<file path="config.mk">
export PLATFORM = sky130hd
export DESIGN_NAME = muldiv_unit
export DESIGN_NICKNAME = d
export VERILOG_FILES = /design/src/rtl/muldiv_pkg.sv /design/src/rtl/muldiv_sign_fix.sv /design/src/rtl/muldiv_unit.sv
export SDC_FILE = /design/constraint.sdc
export NUM_CORES = 1
export LEC_CHECK = 0
export ABC_AREA = 1
export CELL_PAD_IN_SITES_DETAIL_PLACEMENT = 1
export CELL_PAD_IN_SITES_GLOBAL_PLACEMENT = 1
export CORE_MARGIN = 5
export CORE_UTILIZATION = 46
export CTS_CLUSTER_SIZE = 24
export DETAILED_ROUTE_END_ITERATION = 12
export PLACE_DENSITY = 0.93
export SLEW_MARGIN = 20
export SYNTH_ARGS = -nofsm -noshare
export SYNTH_HDL_FRONTEND = slang
export SYNTH_SLANG_ARGS = --single-unit
</file>
<file path="constraint.sdc">
create_clock -name clk -period 7.5 [get_ports clk]
set_clock_uncertainty 0.15 [all_clocks]
set_input_delay 0.75 -clock clk [delete_from_list [all_inputs] [get_ports clk]]
set_output_delay 0.75 -clock clk [all_outputs]
set_load 0.01 [all_outputs]
</file>
<file path="src/rtl/muldiv_pkg.sv">
// rtl/muldiv_pkg.sv - shared funct3 codes, FSM states and operand-sign helpers
package muldiv_pkg;

   localparam logic [2:0] F3_MUL    = 3'b000;
   localparam logic [2:0] F3_MULH   = 3'b001;
   localparam logic [2:0] F3_MULHSU = 3'b010;
   localparam logic [2:0] F3_MULHU  = 3'b011;
   localparam logic [2:0] F3_DIV    = 3'b100;
   localparam logic [2:0] F3_DIVU   = 3'b101;
   localparam logic [2:0] F3_REM    = 3'b110;
   localparam logic [2:0] F3_REMU   = 3'b111;

   typedef enum logic [2:0] {
      S_IDLE = 3'd0,
      S_PREP = 3'd1,
      S_RUN  = 3'd2,
      S_FIX  = 3'd3,
      S_DONE = 3'd4
   } state_t;

   // Upper funct3 bit separates the divide group from the multiply group.
   function automatic logic is_div(input logic [2:0] f3);
      return f3[2];
   endfunction

   // rs1 is treated as signed for everything except MULHU/DIVU/REMU.
   function automatic logic signed_a(input logic [2:0] f3);
      return !(f3 == F3_MULHU || f3 == F3_DIVU || f3 == F3_REMU);
   endfunction

   // rs2 is treated as signed only for MUL/MULH/DIV/REM.
   function automatic logic signed_b(input logic [2:0] f3);
      return (f3 == F3_MUL || f3 == F3_MULH || f3 == F3_DIV || f3 == F3_REM);
   endfunction

endpackage

</file>
<file path="src/rtl/muldiv_sign_fix.sv">
// rtl/muldiv_sign_fix.sv - restores operand signs on the unsigned product or quotient/remainder
module muldiv_sign_fix
   import muldiv_pkg::*;
#(
   parameter int XLEN = 32
) (
   input  logic [2:0]        funct3,
   input  logic              sign_a,
   input  logic              sign_b,
   input  logic [2*XLEN-1:0] acc,
   output logic [XLEN-1:0]   value
);

   logic [2*XLEN-1:0] prod;
   logic [XLEN-1:0]   quo;
   logic [XLEN-1:0]   rem;

   // Negate the magnitude results and pick the field the instruction returns.
   always_comb begin
      prod  = (sign_a ^ sign_b) ? -acc : acc;
      quo   = (sign_a ^ sign_b) ? -acc[XLEN-1:0] : acc[XLEN-1:0];
      rem   = sign_a ? -acc[2*XLEN-1:XLEN] : acc[2*XLEN-1:XLEN];
      value = '0;
      case (funct3)
         F3_MUL:                       value = prod[XLEN-1:0];
         F3_MULH, F3_MULHSU, F3_MULHU: value = prod[2*XLEN-1:XLEN];
         F3_DIV, F3_DIVU:              value = quo;
         F3_REM, F3_REMU:              value = rem;
         default:                      value = '0;
      endcase
   end

endmodule

</file>
<file path="src/rtl/muldiv_unit.sv">
// rtl/muldiv_unit.sv - iterative radix-2 RV32M multiply/divide unit with register-file writeback
module muldiv_unit
   import muldiv_pkg::*;
#(
   parameter int XLEN = 32
) (
   input  logic            clk,
   input  logic            rst,
   input  logic            start,
   input  logic            kill,
   input  logic [2:0]      funct3,
   input  logic [XLEN-1:0] op_a,
   input  logic [XLEN-1:0] op_b,
   input  logic [4:0]      rd_addr,
   output logic            busy,
   output logic            done,
   output logic            wb_we,
   output logic [4:0]      wb_addr,
   output logic [XLEN-1:0] result
);

   localparam int CNT_W = $clog2(XLEN);

   state_t            state, state_nxt;
   logic [2:0]        f3_q;
   logic [XLEN-1:0]   a_q, b_q;
   logic              sign_a, sign_b;
   logic [2*XLEN-1:0] acc, mcand;
   logic [XLEN-1:0]   mplr;
   logic [CNT_W-1:0]  cnt;

   logic              sa_c, sb_c;
   logic [XLEN-1:0]   mag_a, mag_b;
   logic              div_zero, div_ovf, fast;
   logic [XLEN-1:0]   fast_val;
   logic [2*XLEN-1:0] mul_acc_nxt, div_acc_nxt;
   logic [XLEN:0]     rem_sh, diff;
   logic [XLEN-1:0]   fix_val;

   assign busy = (state != S_IDLE);

   // Operand magnitudes and the divide special cases that skip the iteration loop.
   always_comb begin
      sa_c     = signed_a(f3_q) & a_q[XLEN-1];
      sb_c     = signed_b(f3_q) & b_q[XLEN-1];
      mag_a    = sa_c ? -a_q : a_q;
      mag_b    = sb_c ? -b_q : b_q;
      div_zero = is_div(f3_q) && (b_q == '0);
      div_ovf  = (f3_q == F3_DIV || f3_q == F3_REM)
                 && (a_q == {1'b1, {(XLEN-1){1'b0}}}) && (b_q == '1);
      fast     = div_zero || div_ovf;
      fast_val = '0;
      if (div_zero)
         fast_val = f3_q[1] ? a_q : '1;
      else if (div_ovf)
         fast_val = f3_q[1] ? '0 : a_q;
   end

   // One shift-add or restoring-subtract step; the remainder sits in acc's upper half.
   always_comb begin
      mul_acc_nxt = acc + (mplr[0] ? mcand : '0);
      rem_sh      = acc[2*XLEN-1:XLEN-1];
      diff        = rem_sh - {1'b0, mplr};
      div_acc_nxt = diff[XLEN] ? {acc[2*XLEN-2:0], 1'b0}
                               : {diff[XLEN-1:0], acc[XLEN-2:0], 1'b1};
   end

   muldiv_sign_fix #(.XLEN(XLEN)) u_sign_fix (
      .funct3 (f3_q),
      .sign_a (sign_a),
      .sign_b (sign_b),
      .acc    (acc),
      .value  (fix_val)
   );

   // State register.
   always_ff @(posedge clk) begin
      if (rst) state <= S_IDLE;
      else     state <= state_nxt;
   end

   // Next-state logic; kill aborts any busy state back to IDLE.
   always_comb begin
      state_nxt = state;
      case (state)
         S_IDLE:  if (start && !kill) state_nxt = S_PREP;
         S_PREP:  state_nxt = fast ? S_DONE : S_RUN;
         S_RUN:   if (cnt == CNT_W'(XLEN-1)) state_nxt = S_FIX;
         S_FIX:   state_nxt = S_DONE;
         S_DONE:  state_nxt = S_IDLE;
         default: state_nxt = S_IDLE;
      endcase
      if (kill && state != S_IDLE) state_nxt = S_IDLE;
   end

   // Operand capture, iteration datapath and the held result register.
   always_ff @(posedge clk) begin
      if (rst) begin
         f3_q    <= '0;
         a_q     <= '0;
         b_q     <= '0;
         wb_addr <= '0;
         sign_a  <= 1'b0;
         sign_b  <= 1'b0;
         acc     <= '0;
         mcand   <= '0;
         mplr    <= '0;
         cnt     <= '0;
         result  <= '0;
      end else begin
         case (state)
            S_IDLE: begin
               if (start && !kill) begin
                  f3_q    <= funct3;
                  a_q     <= op_a;
                  b_q     <= op_b;
                  wb_addr <= rd_addr;
               end
            end
            S_PREP: begin
               sign_a <= sa_c;
               sign_b <= sb_c;
               acc    <= is_div(f3_q) ? {{XLEN{1'b0}}, mag_a} : '0;
               mcand  <= {{XLEN{1'b0}}, mag_a};
               mplr   <= mag_b;
               cnt    <= '0;
               if (fast && !kill) result <= fast_val;
            end
            S_RUN: begin
               cnt   <= cnt + CNT_W'(1);
               mcand <= mcand << 1;
               if (is_div(f3_q)) begin
                  acc <= div_acc_nxt;
               end else begin
                  acc  <= mul_acc_nxt;
                  mplr <= mplr >> 1;
               end
            end
            S_FIX: begin
               if (!kill) result <= fix_val;
            end
            default: ;
         endcase
      end
   end

   // Registered completion pulse and register-file write enable.
   always_ff @(posedge clk) begin
      if (rst) begin
         done  <= 1'b0;
         wb_we <= 1'b0;
      end else begin
         done  <= (state_nxt == S_DONE);
         wb_we <= (state_nxt == S_DONE) && (wb_addr != 5'd0);
      end
   end

endmodule

</file>
# --- Yosys cells after proc, flatten, opt, wreduce, memory -nomap -nowiden ---
# Index checks and enable logic that the tools add are counted.
op_classes:
  n_addsub: 8
  n_eq_ne: 17
  muxes: 27
  bitwise: 3
  n_reduce_logical: 29
ops:
  columns: ["operator", "count"]
  rows:
  - ["32-bit 2-to-1 mux", 12]
  - ["64-bit 2-to-1 mux", 4]
  - ["64-bit case mux with 2 select lines", 2]
  - ["32-bit negator", 4]
  - ["32-bit case mux with 2 select lines", 2]
  - ["32-bit case mux with 4 select lines", 1]
  - ["64-bit adder", 1]
  - ["32-bit == test, second input constant", 2]
  - ["64-bit negator", 1]
  - ["33-bit by 32-bit subtractor with 33-bit output", 1]
  - ["32-bit zero test", 1]
  - ["3-bit == test, second input constant", 5]
  - ["3-bit by 2-bit == test with 1-bit output, second input constant", 4]
  - ["3-bit 2-to-1 mux", 4]
  - ["3-bit case mux with 4 select lines", 1]
  - ["5-bit case mux with 2 select lines", 1]
  - ["1-bit logical AND", 7]
  - ["1-bit logical OR", 7]
  - ["3-bit by 1-bit == test with 1-bit output, second input constant", 2]
  - ["3-bit zero test", 2]
  - ["2-bit inequality test, second input constant", 3]
  - ["5-bit by 1-bit adder with 5-bit output, second input constant", 1]
  - ["5-bit == test, second input constant", 1]
  - ["5-bit nonzero test", 1]
  - ["other kinds (9)", 14]
word_totals:
  ff_bits: 276
  inputBits: 76
  out_inout_bits: 40
  wordCells: 98

# --- Logic depth before layout (Yosys ltp) ---
# Gate-level depths: netlist of run 1.
depth:
  depth_word: 10
  mapped_depth: 20
  ltp_nobuf: 19

# --- By module ---
# Synthesis of run 1 repeated with hierarchy kept, for this count alone.
hier_totals:
  cells_unflattened: 4909
  area_unflattened_um2: 26467.9
modules_own_cells:
  columns: ["mod", "n_inst", "cells_each", "area_per_inst_um2", "seq_area_each_um2"]
  rows:
  - ["muldiv_unit", 1, 4058, 22669.2, 5525.3]
  - ["muldiv_sign_fix", 1, 851, 3798.6, 0.0]

# --- Worst setup path before layout of run 1 ---
# OpenSTA, ideal clock, no wires.
synth_timing:
  path_kind: "register -> register"
  from: "reg mplr[0]"
  to: "reg acc[26]"
  setup_time_ns: 0.117
  arrival_time_ns: 2.428
  t_required_ns: 7.233
  path_slack_ns: 4.805
  path_stages_with_launch: 18
  path_buffers: 2
  period_less_slack_ns: 2.695
  cell_sequence: "dfxtp_1 -> clkbuf_1 -> clkbuf_1 -> nand2_1 -> inv_1 -> ha_1 -> nand2_1 -> inv_1 -> nand2_1 -> nand2_1 -> nand3b_1 -> nand2_1 -> nand2_1 -> or2_2 -> nand3_1 -> o21ai_0 -> a21oi_1 -> nor2_1"
synth_via:
  elab_chain_cells: 4
synth_lines:
  columns: ["item", "line_no", "source"]
  rows:
  - ["start, declared", "muldiv_unit.sv:29", "logic [XLEN-1:0] mplr;"]
  - ["start signal, assigned", "muldiv_unit.sv:125", "mplr <= mag_b;"]
  - ["start signal, assigned", "muldiv_unit.sv:136", "mplr <= mplr >> 1;"]
  - ["64-bit 2-to-1 mux", "muldiv_unit.sv:61", "mul_acc_nxt = acc + (mplr[0] ? mcand : '0);"]
  - ["64-bit adder", "muldiv_unit.sv:61", null]
  - ["64-bit 2-to-1 mux", "muldiv_unit.sv:132", "if (is_div(f3_q)) begin"]
  - ["64-bit case mux with 2 select lines", "muldiv_unit.sv:111", "case (state)"]
  - ["end signal, assigned", "muldiv_unit.sv:123", "acc <= is_div(f3_q) ? {{XLEN{1'b0}}, mag_a} : '0;"]
  - ["end signal, assigned", "muldiv_unit.sv:133", "acc <= div_acc_nxt;"]
  - ["end signal, assigned", "muldiv_unit.sv:135", "acc <= mul_acc_nxt;"]
  - ["end, declared", "muldiv_unit.sv:28", "logic [2*XLEN-1:0] acc, mcand;"]
# No other way between the ends.
# A chain may end at the register's enable or synchronous reset.

# --- Final worst setup path of run 1 ---
layout_timing:
  from: "reg mplr[0]"
  to: "reg acc[44]"
layout_via:
  elab_chain_cells: 4
  word_cells_on_any_way: 6
  cone_classes: "2 x add/sub; 4 x mux"
layout_lines:
  columns: ["item", "line_no"]
  rows:
  - ["64-bit 2-to-1 mux or 33-bit by 32-bit subtractor with 33-bit output (tied branches)", "muldiv_unit.sv:61, muldiv_unit.sv:63"]
  - ["64-bit adder or 64-bit 2-to-1 mux (tied branches)", "muldiv_unit.sv:61, muldiv_unit.sv:64"]
  - ["64-bit 2-to-1 mux (*)", "muldiv_unit.sv:132"]
  - ["64-bit case mux with 2 select lines (*)", "muldiv_unit.sv:111"]
# Mark *: on every way between the ends. The rest lies on a longest branch, timed or not.

==> impl_results.rst, run 1 <==
.. list-table::
   :header-rows: 1

   * - Metric
     - Value
   * - Number of standard cells in the final layout excluding fillers
     - 5690
   * - Number of buffers and inverters on the critical path
     - 2
   * - Source-to-sink clock delay at the later pin of the worst-skew pair
     - 0.58 ns
   * - Share of the synthesized area in the top cell type
     - 24.83%
   * - Number of endpoints failing setup at the final stage
     - 0
   * - GR Util All Layers
     - 37.36%
   * - Critical Path Source Type
     - flop
   * - Resize count post-CTS
     - 0
   * - Worst hold-check slack
     - 0.3180 ns
   * - Avg Synthesized Cell Area
     - 5.425 µm²
   * - Number of maximum-capacitance violations
     - 0
   * - Post-detailed-route count of antenna-violating nets
     - 0
   * - TritonCTS buffer count
     - 35
   * - Detailed-route wire length
     - 123300 µm
   * - Area of the die
     - 62680 µm²
   * - Number of violations reported at the end of detailed-routing iteration 0
     - 3634
   * - Clock root buffer
     - sky130_fd_sc_hd__clkbuf_16
   * - Final-report max-slew violation count
     - 0
   * - Total number of yosys warnings
     - 0
   * - DR DRC count
     - 0
   * - Storage element area
     - 5528 µm²
   * - Ports
     - 116
   * - Commonest cells post-synth
     - sky130_fd_sc_hd__nand2_1 (1758), sky130_fd_sc_hd__inv_1 (759), sky130_fd_sc_hd__nor2_1 (435), sky130_fd_sc_hd__nand3_1 (384), sky130_fd_sc_hd__a21oi_1 (331)
   * - Total via count after detailed routing
     - 33.44k
   * - Total setup buffers inserted after CTS
     - 0
   * - Signed area change from the synthesized netlist to the final layout
     - 10.10%
   * - Via count of the first global-routing pass
     - 33.63k
   * - Hold Vio Cnt, Final
     - 0
   * - Sum of net half-perimeters after detailed placement
     - 93670 µm
   * - Clock tree from TritonCTS
     - done
   * - Share of post-route cells with drive strength above 1
     - 4.061%
   * - Final cycle utilization of the critical path
     - 53.57%
   * - Cell type with the largest total area after synthesis
     - sky130_fd_sc_hd__nand2_1
   * - Mapped Area
     - 26580 µm²
   * - Max Root-Sink Buffers
     - 3
   * - Final Critical Period
     - 4.018 ns
   * - Dpl cell area
     - 28130 µm²
   * - Overflow left after global routing
     - 0
   * - Global-route wire length before repair
     - 188000 µm
   * - IR drop worst, VDD
     - 0.1671 mV
   * - Fillers
     - 8529
   * - Largest delay contributor family on the critical path
     - simple AND/OR/NAND/NOR gates
   * - Setup tns final
     - 0 ns
   * - Critical path arrival
     - 4.36 ns
   * - Count of input and output buffers
     - 115
   * - Clock sink count
     - 276
   * - CP dominant cell by count
     - sky130_fd_sc_hd__nand2_1
   * - Leading cell type by number of instances after synthesis
     - sky130_fd_sc_hd__nand2_1
   * - Fraction of registers with async set or reset after synthesis
     - 0%
   * - Number of antenna diodes
     - 0
   * - Worst Path Max Fanout
     - 37
   * - Path type of the worst setup path
     - flop to flop
   * - Max stage delay on crit path
     - 0.87 ns
   * - Setup repair after global routing missed its margin
     - no
   * - Placed Cells incl. Taps
     - 5631
   * - Worst slew pin tran
     - 1.098 ns
   * - H-Tree Level Count
     - 2
   * - Cell count after synthesis
     - 4899
   * - Final design instance area without fill
     - 29260 µm²
   * - Maximum number of pins on one net before global-route repair
     - 95
   * - Footprint of the multi-input gates
     - 17280 µm²
   * - Via density
     - 5.876
   * - Ratio of total power to cell area
     - 175.3 nW/µm²
   * - Number of nets produced by synthesis
     - 5079
   * - Post-DR wirelength/cell
     - 21.67 µm
   * - Leak
     - 15.00 nW
   * - Worst Setup End Kind
     - flop
   * - Synth Flop Type
     - sky130_fd_sc_hd__dfxtp_1
   * - Data required time at the worst endpoint
     - 7.84 ns
   * - DR pass1 iterations
     - 7
   * - Slowest stage cell, crit path
     - sky130_fd_sc_hd__dfxtp_2
   * - Die boundary width
     - 250.4 µm
   * - Initial cell density of the core
     - 46.24%
   * - Share of the core filled with cells in the final layout
     - 50.91%
   * - Number of distinct library cells after synthesis
     - 60
   * - Number of enable-type register cells in the synthesized netlist
     - 0
   * - CTS Hold Bufs
     - 0
   * - Layout net count
     - 5083
   * - Chip Height
     - 250.4 µm
   * - Clock transition time at the flip-flop clock pins of the worst setup and hold paths
     - 0.06 ns
   * - Status
     - completed
   * - Routability-driven placement congestion ratio
     - 1.042
   * - # rows
     - 88
   * - Initial antenna violation count
     - 2
   * - Worst path cell trace
     - buf_4 -> nand2_1 -> inv_1 -> ha_1 -> fa_1 -> nand3_1 -> nand3_1 -> nand2_1 -> nand2_1 -> nand2_1 -> nand2_1 -> nand2_1 -> nand2_1 -> nand2_1 -> nand2_1 -> nand2_1 -> nand3_1 -> nand3_1 -> a21oi_1
   * - Slew margin rel.
     - 26.78%
   * - Top area cells in the synthesized netlist
     - sky130_fd_sc_hd__nand2_1 (25%), sky130_fd_sc_hd__dfxtp_1 (21%), sky130_fd_sc_hd__inv_1 (11%), sky130_fd_sc_hd__nand3_1 (7.2%), sky130_fd_sc_hd__a21oi_1 (6.2%)
   * - Path class of the lowest-slack min-delay path
     - flop to flop
   * - Sequential area share after synthesis
     - 20.79%
   * - Peak clock frequency supported by timing
     - 0.2489 GHz
   * - Flip-flop and latch count after synthesis
     - 276
   * - Core footprint
     - 57480 µm²
routing by layer:
metal / global-route usage (%) / wire, µm
met1: 45.22 / 47700
met2: 60.60 / 54570
met5: 0 / 22
met3: 7.237 / 11090
met4: 24.23 / 9942
area by class of cell:
class                           instances  area share [%]
Inverter                              787           10.11
Tap cell                              765           3.271
Clock buffer                           48           3.438
Sequential cell                       276           18.89
Multi-Input combinational cell       3654           59.05
Timing Repair Buffer                  149           4.798
Clock inverter                         11          0.4362
stage by stage:
stage / power [mW] / setup WS (ns)
global placement: 3.263 / 3.849
floorplan: 2.796 / 4.805
detailed placement: 3.320 / 3.700
global route: 5.313 / 3.195
CTS: 5.066 / 3.597
finish: 5.128 / 3.482
where the power goes:
part	total, mW	leakage [nW]	internal [mW]	switching, mW
clock	1.75	0.562	1.01	0.736
combinational	1.73	12.2	0.488	1.25
sequential	1.65	2.24	1.53	0.116
state kept, by name, summed over array words and instances (netlist names), 5 cells and up:
register,count
mplr,32
cnt,5
result,32
acc,64
a_q,32
b_q,32
wb_addr,5
mcand,64
path summary, 6_finish.rpt:
kind / from / to / slack, ns / cells after the start
setup / recovery: mplr[0] / acc[44] / 3.48 / 19
hold / removal: mplr[26] / mplr[26] / 0.32 / 2
setup reg to reg: mplr[0] / acc[44] / 3.48 / 19
hold reg to reg: mplr[26] / mplr[26] / 0.32 / 2
layout by cell type, fill, tap and decap left out, types with 21 or more instances in the layout:
cell type                         count
sky130_fd_sc_hd__o21ai_1             21
sky130_fd_sc_hd__nand2_1           1756
sky130_fd_sc_hd__buf_4               35
sky130_fd_sc_hd__xor2_1              52
sky130_fd_sc_hd__o211ai_1            32
sky130_fd_sc_hd__inv_2               25
sky130_fd_sc_hd__clkbuf_16           36
sky130_fd_sc_hd__nand4_1             48
sky130_fd_sc_hd__clkdlybuf4s50_1    114
sky130_fd_sc_hd__nand3b_1            21
sky130_fd_sc_hd__xnor2_1             22
sky130_fd_sc_hd__ha_1               102
sky130_fd_sc_hd__nor2_1             433
sky130_fd_sc_hd__a21oi_1            331
sky130_fd_sc_hd__nor3_1              48
sky130_fd_sc_hd__o21ai_0            222
sky130_fd_sc_hd__nand3_1            384
sky130_fd_sc_hd__inv_1              758
sky130_fd_sc_hd__a31oi_1             35
sky130_fd_sc_hd__dfxtp_1            274
logic make-up (layout without fill, tap and decap cells):
logic type                 count (synthesis)  count (layout)  share of synthesized area [%]
DFF                                      276             276                          20.79
buffers and inverters                    969             995                          14.28
and+or+nand+nor                         2766            2766                          42.80
AOI/OAI and AO/OA                        708             708                          14.67
adders and majority gates                104             104                          4.953
xor gates and xnor gates                  74              74                          2.439
muxes                                      2               2                        0.07533
worst reg2reg max path, stage by stage (launching register included):
cell,delay [ns]
sky130_fd_sc_hd__dfxtp_2,0.87
sky130_fd_sc_hd__buf_4,0.48
sky130_fd_sc_hd__nand2_1,0.12
sky130_fd_sc_hd__inv_1,0.07
sky130_fd_sc_hd__ha_1,0.22
sky130_fd_sc_hd__fa_1,0.28
sky130_fd_sc_hd__nand3_1,0.10
sky130_fd_sc_hd__nand3_1,0.19
sky130_fd_sc_hd__nand2_1,0.08
sky130_fd_sc_hd__nand2_1,0.21
sky130_fd_sc_hd__nand2_1,0.08
sky130_fd_sc_hd__nand2_1,0.15
sky130_fd_sc_hd__nand2_1,0.07
sky130_fd_sc_hd__nand2_1,0.23
sky130_fd_sc_hd__nand2_1,0.16
sky130_fd_sc_hd__nand2_1,0.09
sky130_fd_sc_hd__nand2_1,0.06
sky130_fd_sc_hd__nand3_1,0.08
sky130_fd_sc_hd__nand3_1,0.10
sky130_fd_sc_hd__a21oi_1,0.18
(Power assumes the default switching activity.)
==> run 2: changes to the inputs <==
--- a/config.mk
+++ b/config.mk
@@ -9,10 +9,10 @@
 export CELL_PAD_IN_SITES_DETAIL_PLACEMENT = 1
 export CELL_PAD_IN_SITES_GLOBAL_PLACEMENT = 1
 export CORE_MARGIN = 5
-export CORE_UTILIZATION = 46
+export CORE_UTILIZATION = 39
 export CTS_CLUSTER_SIZE = 24
 export DETAILED_ROUTE_END_ITERATION = 12
-export PLACE_DENSITY = 0.93
+export PLACE_DENSITY = 0.84
 export SLEW_MARGIN = 20
 export SYNTH_ARGS = -nofsm -noshare
 export SYNTH_HDL_FRONTEND = slang
==> constraint.sdc (replaced) <==
create_clock -name clk -period 3.3 [get_ports clk]
set_clock_uncertainty 0.15 [all_clocks]
set_input_delay 0.33 -clock clk [delete_from_list [all_inputs] [get_ports clk]]
set_output_delay 0.33 -clock clk [all_outputs]
set_load 0.01 [all_outputs]
==> run 2 against run 1 <==
Effect of this change:
- cell count grew 3.1%
- sequential power increased by 120%
- global-route usage is 5.3 points lower
- power rose by 130%
- via count is 2.2% lower
- die area grew 17%
- design area is 2.8% higher
- critical path depth decreased by 5
- clock-buffer cell count decreased by 5
- hold slack got worse by 0.16 ns
- worst setup slack got worse by 3.3 ns
- critical path type unchanged
==> impl_results.rst, run 2 (synthesis results as in run 1) <==
.. list-table::
   :header-rows: 1

   * - Metric
     - Value
   * - Number of cell instances on the worst register-to-register path
     - 14 (-5)
   * - Critical path arrival
     - 3.43 ns (-0.93 ns)
   * - Routability-driven placement congestion ratio
     - 1.008 (-3.2%)
   * - Total via count after detailed routing
     - 32.69k (-2.2%)
   * - Worst slew pin tran
     - 0.9542 ns (-0.1440 ns)
   * - Slowest stage cell, crit path
     - sky130_fd_sc_hd__dfxtp_1
   * - Overflow left after global routing
     - 0 (unchanged)
   * - Ports
     - 116 (unchanged)
   * - # rows
     - 95 (+8.0%)
   * - Peak clock frequency supported by timing
     - 0.3213 GHz (+29%)
   * - Sum of net half-perimeters after detailed placement
     - 98430 µm (+5.1%)
   * - Most frequent cells in the layout
     - sky130_fd_sc_hd__nand2_1 (1756), sky130_fd_sc_hd__inv_1 (758), sky130_fd_sc_hd__nor2_1 (433)
   * - Share of post-route cells with drive strength above 1
     - 5.430% (+1.4 points)
   * - Final-report max-slew violation count
     - 0 (unchanged)
   * - Detailed-route wire length
     - 123800 µm (+0.43%)
   * - Largest registers ranked by flip-flop count
     - acc: 64 flops, mcand: 64 flops
   * - H-Tree Level Count
     - 2 (unchanged)
   * - IR drop worst, VDD
     - 0.3665 mV (+120%)
   * - TritonCTS buffer count
     - 36 (+2.9%)
   * - Via count of the first global-routing pass
     - 32.41k (-3.6%)
   * - DR DRC count
     - 0 (unchanged)
   * - Critical path depth in cells
     - 14 (-5)
   * - Core footprint
     - 67400 µm² (+17%)
   * - Worst Setup End Kind
     - flop
   * - Via density
     - 5.575 (-5.1%)
   * - Number of buffers and inverters on the critical path
     - 2 (unchanged)
   * - Fillers
     - 9706 (+14%)
   * - Initial antenna violation count
     - 1 (-1)
   * - Number of endpoints failing setup at the final stage
     - 0 (unchanged)
   * - Count of input and output buffers
     - 115 (unchanged)
   * - Largest delay contributor family on the critical path
     - simple AND/OR/NAND/NOR gates
   * - Global-route wire length before repair
     - 187800 µm (about the same)
   * - Source-to-sink clock delay at the later pin of the worst-skew pair
     - 0.58 ns (about the same)
   * - Max stage delay on crit path
     - 0.31 ns (-0.56 ns)
   * - Clock sink count
     - 276 (unchanged)
   * - Dpl cell area
     - 28900 µm² (+2.8%)
   * - Status
     - completed
   * - Chip Height
     - 271.0 µm (+8.3%)
   * - Die boundary width
     - 271.0 µm (+8.3%)
   * - Post-DR wirelength/cell
     - 21.12 µm (-2.6%)
   * - Final Critical Period
     - 3.112 ns (-0.9057 ns)
   * - Worst hold-check slack
     - 0.1575 ns (-0.1605 ns)
   * - Setup repair after global routing missed its margin
     - no
   * - Worst path cell trace
     - inv_1 -> ha_1 -> nand3_2 -> nor2_2 -> nand4_1 -> nor2_1 -> nand3_1 -> nand2_1 -> nand2_1 -> a21oi_4 -> buf_12 -> nand2_1 -> a21oi_1 -> nor2_1
   * - DR pass1 iterations
     - 7 (unchanged)
   * - Layout net count
     - 5145 (+1.2%)
   * - Slew margin rel.
     - 36.38% (+9.6 points)
   * - Ratio of total power to cell area
     - 393.0 nW/µm² (+120%)
   * - Area of the die
     - 73460 µm² (+17%)
   * - Number of standard cells in the final layout excluding fillers
     - 5864 (+3.1%)
   * - Share of the core filled with cells in the final layout
     - 44.63% (-6.3 points)
   * - Data required time at the worst endpoint
     - 3.62 ns (-4.22 ns)
   * - Clock root buffer
     - sky130_fd_sc_hd__clkbuf_16
   * - Most common cell after layout, fill and taps aside
     - sky130_fd_sc_hd__nand2_1
   * - Placed Cells incl. Taps
     - 5800 (+3.0%)
   * - Max Root-Sink Buffers
     - 3 (unchanged)
   * - Total setup buffers inserted after CTS
     - 0 (unchanged)
   * - Signed area change from the synthesized netlist to the final layout
     - 13.19%
   * - Post-detailed-route count of antenna-violating nets
     - 0 (unchanged)
   * - Final cycle utilization of the critical path
     - 94.30% (+41 points)
   * - Maximum number of pins on one net before global-route repair
     - 140 (+47%)
   * - Leak
     - 15.38 nW (+2.5%)
   * - Initial cell density of the core
     - 39.43% (-6.8 points)
   * - Hold Vio Cnt, Final
     - 0 (unchanged)
   * - Hold Path Depth
     - 3 (+1)
   * - Clock transition time at the flip-flop clock pins of the worst setup and hold paths
     - 0.06 ns (about the same)
   * - Clock tree from TritonCTS
     - done
   * - Final design instance area without fill
     - 30080 µm² (+2.8%)
   * - CP dominant cell by count
     - sky130_fd_sc_hd__nand2_1
   * - Path type of the worst setup path
     - flop to flop
   * - Path class of the lowest-slack min-delay path
     - input port to flop
   * - Number of antenna diodes
     - 0 (unchanged)
   * - Number of maximum-capacitance violations
     - 0 (unchanged)
   * - Critical Path Source Type
     - flop
   * - Setup tns final
     - 0 ns (unchanged)
   * - Worst Path Max Fanout
     - 65 (+76%)
   * - Number of violations reported at the end of detailed-routing iteration 0
     - 2948 (-19%)
   * - GR Util All Layers
     - 32.07% (-5.3 points)
## run 2: cell types whose count changed in the layout (fill, tap and decap cells not counted), moves of 2 or more
| cell | previous run | this run |
|---|---|---|
| sky130_fd_sc_hd__buf_12 | 0 | 14 |
| sky130_fd_sc_hd__buf_4 | 35 | 82 |
| sky130_fd_sc_hd__clkbuf_1 | 6 | 4 |
| sky130_fd_sc_hd__clkbuf_8 | 6 | 3 |
| sky130_fd_sc_hd__clkinv_2 | 7 | 12 |
| sky130_fd_sc_hd__clkinvlp_4 | 0 | 5 |
| sky130_fd_sc_hd__nor3_1 | 48 | 46 |
| sky130_fd_sc_hd__nor3_2 | 3 | 5 |
## run 2: timing repair
action                     4_1_cts  5_1_grt
resized for setup                0        3
hold buffers                     0        0
setup endpoints to repair        0       10
## run 2: cell type report
cell class	instances	area (µm²)	area share, %
Multi-Input combinational cell	3654	17300	57.52
Inverter	787	2959	9.837
Timing Repair Buffer	210	2037	6.771
Clock buffer	43	957.2	3.182
Tap cell	873	1092	3.631
Clock inverter	21	203.9	0.6780
Sequential cell	276	5528	18.38
## run 2: tightest hold or removal path: cells and delay by family
family                 cells  cell delay [ns]
AND/OR/NAND/NOR            1             0.16
buffers and inverters      2             0.35
## run 2: layer usage
| metal | vias to the layer above | global-route usage (%) | routed length [µm] |
|---|---|---|---|
| li1 | 15540 | - | - |
| met5 | - | 0 | 16 |
| met2 | 1282 | 52.58 | 55900 |
| met1 | 15540 | 40.82 | 51450 |
| met3 | 329 | 5.378 | 9295 |
| met4 | 2 | 15.84 | 7191 |
## run 2: worst paths after layout
kind,slack [ns],startpoint,endpoint
worst max-delay path,0.19,a_q[0],result[15]
worst min-delay path,0.16,rst,state[2]
worst max register to register,0.19,a_q[0],result[15]
worst min register to register,0.31,mplr[30],mplr[30]
## run 2: power breakdown
group	switching, mW	internal [mW]	leakage [nW]
sequential	0.215	3.48	2.24
clock	1.72	2.25	0.563
combinational	2.93	1.22	12.6
total	4.86	6.96	15.4
## run 2: per-stage QoR
stage | worst slack [ns] | total power, mW
global placement | 0.2065 | 7.673
finish | 0.1881 | 11.82
CTS | 0.1724 | 11.73
detailed placement | 0.1779 | 7.761
global route | 0.003122 | 12.36
floorplan | 0.6049 | 6.353
